## src/rtl/serv_dbg_inject.sv

```systemverilog
// Debug instruction injector: answers core ibus fetches in debug mode with
// RISC-V words (GPR read/write via dscratch0, dret, ebreak) built from abstract commands.
module serv_dbg_inject #(
    parameter logic [11:0] DSCRATCH_ADR = 12'h7b2
) (
    input  logic        clk,
    input  logic        i_rst,
    input  logic        i_dbg_mode,
    output logic        o_sel,
    input  logic        i_cmd_valid,
    output logic        o_cmd_ready,
    input  logic [1:0]  i_cmd_op,
    input  logic [4:0]  i_cmd_regno,
    input  logic        i_ibus_cyc,
    output logic [31:0] o_ibus_rdt,
    output logic        o_ibus_ack,
    output logic        o_done,
    output logic        o_busy
);

    localparam logic [2:0] ST_IDLE   = 3'd0;
    localparam logic [2:0] ST_XFER   = 3'd1;
    localparam logic [2:0] ST_RETIRE = 3'd2;
    localparam logic [2:0] ST_RESUME = 3'd3;
    localparam logic [2:0] ST_STEP   = 3'd4;

    localparam logic [31:0] WORD_NOP    = 32'h0000_0013;
    localparam logic [31:0] WORD_DRET   = 32'h7B20_0073;
    localparam logic [31:0] WORD_EBREAK = 32'h0010_0073;

    logic [2:0]  state_q, state_d;
    logic [1:0]  op_q, op_d;
    logic [4:0]  regno_q, regno_d;
    logic [31:0] rdt_q, rdt_d;
    logic        ack_q, ack_d;
    logic        done_q, done_d;
    logic        seen_low_q, seen_low_d;

    logic [31:0] word;
    logic        fetch;

    always_comb begin
        case (op_q)
            2'd0:    word = {DSCRATCH_ADR, regno_q, 3'b001, 5'd0, 7'h73};
            2'd1:    word = {DSCRATCH_ADR, 5'd0, 3'b010, regno_q, 7'h73};
            2'd2:    word = WORD_DRET;
            default: word = WORD_EBREAK;
        endcase
    end

    // A fetch still held in the ack cycle is the one just answered, not a new one.
    assign fetch = i_ibus_cyc & ~ack_q;

    always_comb begin
        state_d    = state_q;
        op_d       = op_q;
        regno_d    = regno_q;
        rdt_d      = rdt_q;
        ack_d      = 1'b0;
        done_d     = 1'b0;
        seen_low_d = seen_low_q;

        if (!i_dbg_mode) begin
            state_d = ST_IDLE;
        end else begin
            case (state_q)
                ST_IDLE: begin
                    if (i_cmd_valid) begin
                        op_d       = i_cmd_op;
                        regno_d    = i_cmd_regno;
                        seen_low_d = 1'b0;
                        case (i_cmd_op)
                            2'd0, 2'd1: state_d = ST_XFER;
                            2'd2:       state_d = ST_RESUME;
                            default:    state_d = ST_STEP;
                        endcase
                    end
                end
                ST_XFER: begin
                    if (fetch) begin
                        ack_d   = 1'b1;
                        rdt_d   = word;
                        state_d = ST_RETIRE;
                    end
                end
                // The core's following fetch proves the injected word retired.
                ST_RETIRE: begin
                    if (!i_ibus_cyc) begin
                        seen_low_d = 1'b1;
                    end else if (seen_low_q) begin
                        done_d  = 1'b1;
                        state_d = ST_IDLE;
                    end
                end
                ST_RESUME, ST_STEP: begin
                    if (fetch) begin
                        ack_d   = 1'b1;
                        done_d  = 1'b1;
                        rdt_d   = word;
                        state_d = ST_IDLE;
                    end
                end
                default: state_d = ST_IDLE;
            endcase
        end
    end

    always_ff @(posedge clk) begin
        if (i_rst) begin
            state_q    <= ST_IDLE;
            op_q       <= '0;
            regno_q    <= '0;
            rdt_q      <= WORD_NOP;
            ack_q      <= 1'b0;
            done_q     <= 1'b0;
            seen_low_q <= 1'b0;
        end else begin
            state_q    <= state_d;
            op_q       <= op_d;
            regno_q    <= regno_d;
            rdt_q      <= rdt_d;
            ack_q      <= ack_d;
            done_q     <= done_d;
            seen_low_q <= seen_low_d;
        end
    end

    assign o_sel       = i_dbg_mode;
    assign o_cmd_ready = (state_q == ST_IDLE) & i_dbg_mode;
    assign o_ibus_rdt  = rdt_q;
    assign o_ibus_ack  = ack_q;
    assign o_done      = done_q;
    assign o_busy      = (state_q != ST_IDLE);

endmodule

```

## config.mk

```make
export PLATFORM = sky130hd
export DESIGN_NAME = serv_dbg_inject
export DESIGN_NICKNAME = d
export VERILOG_FILES = /design/src/rtl/serv_dbg_inject.sv
export SDC_FILE = /design/constraint.sdc
export NUM_CORES = 1
export LEC_CHECK = 0
export BUFFER_PORTS_ARGS = -buffer_cell sky130_fd_sc_hd__buf_2
export CORE_MARGIN = 2
export CORE_UTILIZATION = 43
export CTS_BUF_LIST = sky130_fd_sc_hd__clkbuf_16
export CTS_CLUSTER_DIAMETER = 60
export DETAILED_ROUTE_END_ITERATION = 6
export PLACE_DENSITY = 0.74
export SYNTH_ARGS = -nofsm -noshare
export SYNTH_HDL_FRONTEND = slang
export SYNTH_SLANG_ARGS = --single-unit
```

## constraint.sdc

```tcl
create_clock -name clk -period 1.6 [get_ports clk]
set_clock_uncertainty 0.15 [all_clocks]
set_input_delay 0.24 -clock clk [delete_from_list [all_inputs] [get_ports clk]]
set_output_delay 0.24 -clock clk [all_outputs]
set_load 0.005 [all_outputs]
```

==> metrics.cfg, run 1 <==
[status]
status = finished, violations left
violations = DRC, setup timing

[floorplanning]
dieArea_sq_um = 3454
core_area_sq_um = 2805
fp.dieH_microns = 58.77
chipWidth_microns = 58.77
ios = 49
start_util_pct = 45.99
rows = 19

[cells_and_area]
synthToLayoutAreaGrowth_pct = 24.15
final_nets = 204
drive_gt1_share_pct = 33.51
n_antenna_cell = 0
mostFrequentLayoutCells = buf_2, nand2_1, dfxtp_1
final_common_cell = buf_2
stdcell_area_sq_um = 1602

[clock_tree]
root_buffer = clkbuf_16
htreeDepth = 1
hold_buffers = 0
numCtsBuffers = 3
path_clk_slew_ps = 70
clk_path_buf_depth = 2
clock_sinks = 28
clock_latency_ps = 260
cts_tree = built

[power]
p_comb_share_pct = 9.4
p_per_area_nw_per_um2 = 1004
clkPwrFrac_pct = 45.3
power.switching_uw = 335.4
vdd_ir_drop_max_mv = 0.4696
cellLeakagePower_uw = 0.0007094
netSwitchingFraction_pct = 20.85
seqPwrFrac_pct = 45.3
p_int_uw = 1273

[placement]
numPortBuffers = 38
dpl_cell_area_sq_um = 1411
pre_cts_slack_ps = 55.95
gp_congestion = 0.8809
hpwlAfterDp_mm = 2.021

[hold_path]
hp-class = in2reg

[global_routing]
grt_start_max_net_pins = 17
grt_pass1_wl_mm = 4.491
grt_pass1_vias = 1037
grt_usage_pct = 17.38
overflow = 0
grt_antenna_before_repair = 0

[run]
max_cap_violations = 0

[synthesis]
ys.warnings.count = 0
yosysSeqAreaShare_pct = 43.45
ys.flop_type = dfxtp_1
netlist_area_sq_um = 1290
async_flop_share_pct = 0
synthCells = 157
ys_ff_latch = 28
ys_types = 34
synth-edff-count = 0
avgSynthCellArea_sq_um = 8.216

[critical_path]
end_kind = flop
slowest_delay_ps = 380
crit_arrival_ps = 1600
worstPathRequired_ps = 1600
critPathMaxFanout = 8
cp_cell_sequence = buf_6, nor3b_4, o211a_4, nand3_2, nor3b_2
cp-start-kind = flop
crit_slowest_cell = dfxtp_4
critPathKind = reg2reg

[drt]
wl_mm = 2.966
drtPass1Iterations = 6
wl_per_cell_microns = 13.36
drtIter0Drc = 52
viasPerCell = 5.306
vias = 1178
detail-route-antenna-nets = 0
drc = 6

[sta]
finalCritPeriodShare_pct = 100.2
layout_setup_ws_ps = -3.348
rsz0062_at_grt = true
setup_viol = 1
clock.fmax_ghz = 0.6237
slew_violations = 0
hold_viol = 0
holdWs_ps = 60.28
period_minus_slack_ps = 1603

==> routing by layer <==
layer  up-vias  routed length (microns)  GRT usage [%]  part of all wire (%)
li1        574                        -              -                     -
met1       549                     1150          18.90                    39
met2        46                     1524          31.90                    51
met3         9                      199          2.637                   6.7
met4         0                       91          9.416                   3.1
met5         -                        0              0                     0
==> synthesized netlist by cell type, types with 5 or more instances <==
master | count | share of area (%)
nand2_1 | 31 | 9.0
a21oi_1 | 21 | 8.1
inv_1 | 5 | 1.5
nor2_1 | 6 | 1.7
buf_4 | 19 | 11
nand3_1 | 13 | 5.0
dfxtp_1 | 28 | 43
==> worst max-delay path: cells and delay by family (launching register included) <==
family	cells	cell delay [ps]
compound gates	1	280
buf+inv	1	110
flops	1	380
simple gates	3	560
==> power groups by stage <==
stage	combinational, uW	clock [uW]	sequential (uW)
final	151	729	729
after global routing	165	762	731
after CTS	142	743	729
after detailed placement	132	0	745
after global placement	127	0	743
after floorplan	107	0	740
==> cell type report <==
type | count | area [sq um]
fillers | 274 | 1204
multi-input cells | 108 | 608.1
flip-flops and latches | 28 | 569.3
repair buffers | 46 | 261.5
clock buffers | 3 | 75.07
well taps | 31 | 38.79
clock inverters | 1 | 30.03
inverters | 5 | 18.77
==> flip-flops by register name, indices dropped and copies added (netlist names) <==
signal and count:
o_done 1, state_q 3, o_ibus_ack 1, regno_q 5
o_ibus_rdt 15, seen_low_q 1, op_q 2
==> final timing paths <==
path / start / to / slack [ps] / depth (start not counted)
worst max-delay path: state_q[2] / o_ibus_rdt[29] / -3 / 5
worst min-delay path: i_cmd_regno[1] / regno_q[1] / 60 / 3
worst max register to register: state_q[2] / o_ibus_rdt[29] / -3 / 5
worst min register to register: o_ibus_rdt[17] / o_ibus_rdt[17] / 300 / 2
==> kinds of logic after synthesis <==
| kind of cell | Yosys count | share of synthesized area [%] |
|---|---|---|
| and+or+nand+nor | 65 | 24.54 |
| buffers and inverters | 30 | 15.03 |
| AOI/OAI and AO/OA | 29 | 14.06 |
| DFF | 28 | 43.45 |
| muxes | 2 | 1.649 |
| other | 2 | 0.5822 |
| xor gates and xnor gates | 1 | 0.6791 |
==> per-stage QoR <==
step                total power (uW)  TNS [ps]  std cells  util (%)
floorplan                      847.2         0        165         -
global placement               870.2         0        214     50.31
detailed placement             876.4         0        214     50.31
CTS                             1613         0        220     55.17
global route                    1658    -521.6        222     57.09
finish                          1608    -3.348        222     57.09
==> what timing repair did <==
action | CTS | global route
endpoints found under the setup margin | 2 | 18
gates cloned | 0 | 1
setup buffers | 3 | 1
gates resized for setup | 6 | 9
pin swaps | 1 | 11
(Power assumes the default switching activity.)
==> inputs of run 2 (changes only) <==
==> config.mk (replaced) <==
export PLATFORM = sky130hd
export DESIGN_NAME = serv_dbg_inject
export DESIGN_NICKNAME = d
export VERILOG_FILES = /design/src/rtl/serv_dbg_inject.sv
export SDC_FILE = /design/constraint.sdc
export NUM_CORES = 1
export LEC_CHECK = 0
export ABC_CLOCK_PERIOD_IN_PS = 1600
export BUFFER_PORTS_ARGS = -buffer_cell sky130_fd_sc_hd__buf_2
export CORE_MARGIN = 2
export CORE_UTILIZATION = 45
export CTS_BUF_LIST = sky130_fd_sc_hd__clkbuf_8
export CTS_CLUSTER_DIAMETER = 60
export DETAILED_ROUTE_END_ITERATION = 6
export PLACE_DENSITY = 0.77
export SYNTH_ARGS = -nofsm -noshare
export SYNTH_HDL_FRONTEND = slang
export SYNTH_SLANG_ARGS = --single-unit
==> metrics.cfg, run 2 (same netlist as run 1, synthesis figures left out) <==
[floorplanning]
rows = 19  ; unchanged
fp.dieH_microns = 57.54  ; -2.1%
core_area_sq_um = 2734  ; -2.5%
dieArea_sq_um = 3311  ; -4.1%
start_util_pct = 47.19  ; +1.2 points
ios = 49  ; unchanged
chipWidth_microns = 57.54  ; -2.1%

[cells_and_area]
n_antenna_cell = 0  ; unchanged
mostFrequentLayoutCells = buf_2, nand2_1, dfxtp_1
drive_gt1_share_pct = 30.85  ; -2.7 points
fin_util_pct = 55.65  ; -1.4 points
stdcell_area_sq_um = 1521  ; -5.0%
final_nets = 201  ; -1.5%
fillers = 259  ; -5.5%
largest_reg_flops = 15  ; unchanged
final_common_cell = buf_2
synthToLayoutAreaGrowth_pct = 17.94
final_cells = 219  ; -1.4%

[clock_tree]
clk_path_buf_depth = 2  ; unchanged
cts_tree = built
htreeDepth = 1  ; unchanged
root_buffer = clkbuf_8
clock_latency_ps = 270  ; about the same
numCtsBuffers = 3  ; unchanged
clock_sinks = 28  ; unchanged
path_clk_slew_ps = 100  ; +30 ps
hold_buffers = 0  ; unchanged

[status]
status = finished, violations left
violations = setup timing

[placement]
hpwlAfterDp_mm = 1.882  ; -6.8%
dpl_cell_area_sq_um = 1404  ; -0.53%
numPortBuffers = 38  ; unchanged
gp_congestion = 0.8465  ; -3.9%
placed_cells = 213  ; -0.47%

[run]
max_cap_violations = 0  ; unchanged

[drt]
wl_mm = 2.699  ; -9.0%
drtIter0Drc = 20  ; -62%
viasPerCell = 5.027  ; -5.3%
drc = 0  ; -6
vias = 1101  ; -6.5%
wl_per_cell_microns = 12.32  ; -7.8%
detail-route-antenna-nets = 0  ; unchanged
drtPass1Iterations = 4  ; -2

[power]
cellLeakagePower_uw = 0.0006744  ; -4.9%
p_per_area_nw_per_um2 = 939.6  ; -6.4%
finalPower_uw = 1430  ; -11%
vdd_ir_drop_max_mv = 0.6050  ; +29%

[critical_path]
r2r_cells = 4  ; -1
cp-endpoint = o_cmd_ready
cp-start-kind = flop
critPathKind = reg2out
timing.rr.start = state_q[2]
worstPathRequired_ps = 1210  ; -390 ps
worst-r2r-setup-slack_ps = 100  ; +100 ps
r2r_end = o_ibus_rdt[29]
crit_arrival_ps = 1250  ; -350 ps
critPathMaxFanout = 6  ; -2
crit_start = state_q[2]
end_kind = primary output

[global_routing]
grt_pass1_wl_mm = 4.271  ; -4.9%
overflow = 0  ; unchanged
grt_start_max_net_pins = 17  ; unchanged
grt_usage_pct = 16.53  ; -0.85 points
grt_antenna_before_repair = 0  ; unchanged
grt_pass1_vias = 966  ; -6.8%

[sta]
finalCritPeriodShare_pct = 102.2  ; +2.0 points
setup_viol = 1  ; unchanged
slew_violations = 0  ; unchanged
layout_setup_ws_ps = -35.10  ; -31.75 ps
holdWs_ps = 41.79  ; -18.49 ps
hold_viol = 0  ; unchanged
period_minus_slack_ps = 1635  ; +31.75 ps
rsz0062_at_grt = true
clock.fmax_ghz = 0.6116  ; -1.9%

[hold_path]
hp-class = in2reg

run 2: where the power goes:
| part | switching [uW] | internal, uW |
|---|---|---|
| clock network | 224 | 335 |
| logic | 80.2 | 63.2 |
| registers | 17.6 | 709 |
run 2: layer usage:
metal / part of all wire, % / GRT usage (%)
met5: 0 / 0
met3: 4.3 / 2.721
met4: 1.6 / 6.977
met2: 48 / 28.25
met1: 46 / 20.51
run 2: cell type report:
type,count,area (sq um),share of cell area [%]
Multi-Input combinational cell,107,575.6,37.83
Sequential cell,28,571.8,37.58
Timing Repair Buffer,44,245.2,16.12
Clock buffer,3,41.29,2.714
Tap cell,31,38.79,2.549
Clock inverter,1,30.03,1.974
Inverter,5,18.77,1.234
run 2: worst min path at each step:
stage | endpoint | startpoint | cells past startpoint
final | regno_q[0] | i_cmd_regno[0] | 3
after CTS | regno_q[1] | i_cmd_regno[1] | 3
after floorplan | regno_q[0] | i_cmd_regno[0] | 2
after global placement | o_ibus_rdt[10] | o_ibus_rdt[10] | 2
after detailed placement | o_ibus_rdt[7] | o_ibus_rdt[7] | 2
after global routing | regno_q[0] | i_cmd_regno[0] | 3
run 2: critical path: stages, from the launching register on:
cell and delay, ps:
dfxtp_4 380, nor3_4 240, buf_6 130, and2_4 130, buf_6 80
run 2: what timing repair did:
action | 4_1_cts | 5_1_grt
setup buffers | 1 | 1
setup endpoints to repair | 3 | 10
gates resized for setup | 5 | 6
pin swaps | 1 | 1
run 2: metrics by stage:
| step | setup TNS, ps | setup slack (ps) |
|---|---|---|
| 2_1_floorplan | 0 | 147.7 |
| 5_1_grt | -74.32 | -68.22 |
| 3_5_place_dp | 0 | 37.47 |
| 6_report | -35.10 | -35.10 |
| 4_1_cts | -29.34 | -29.34 |
| 3_3_place_gp | 0 | 99.51 |
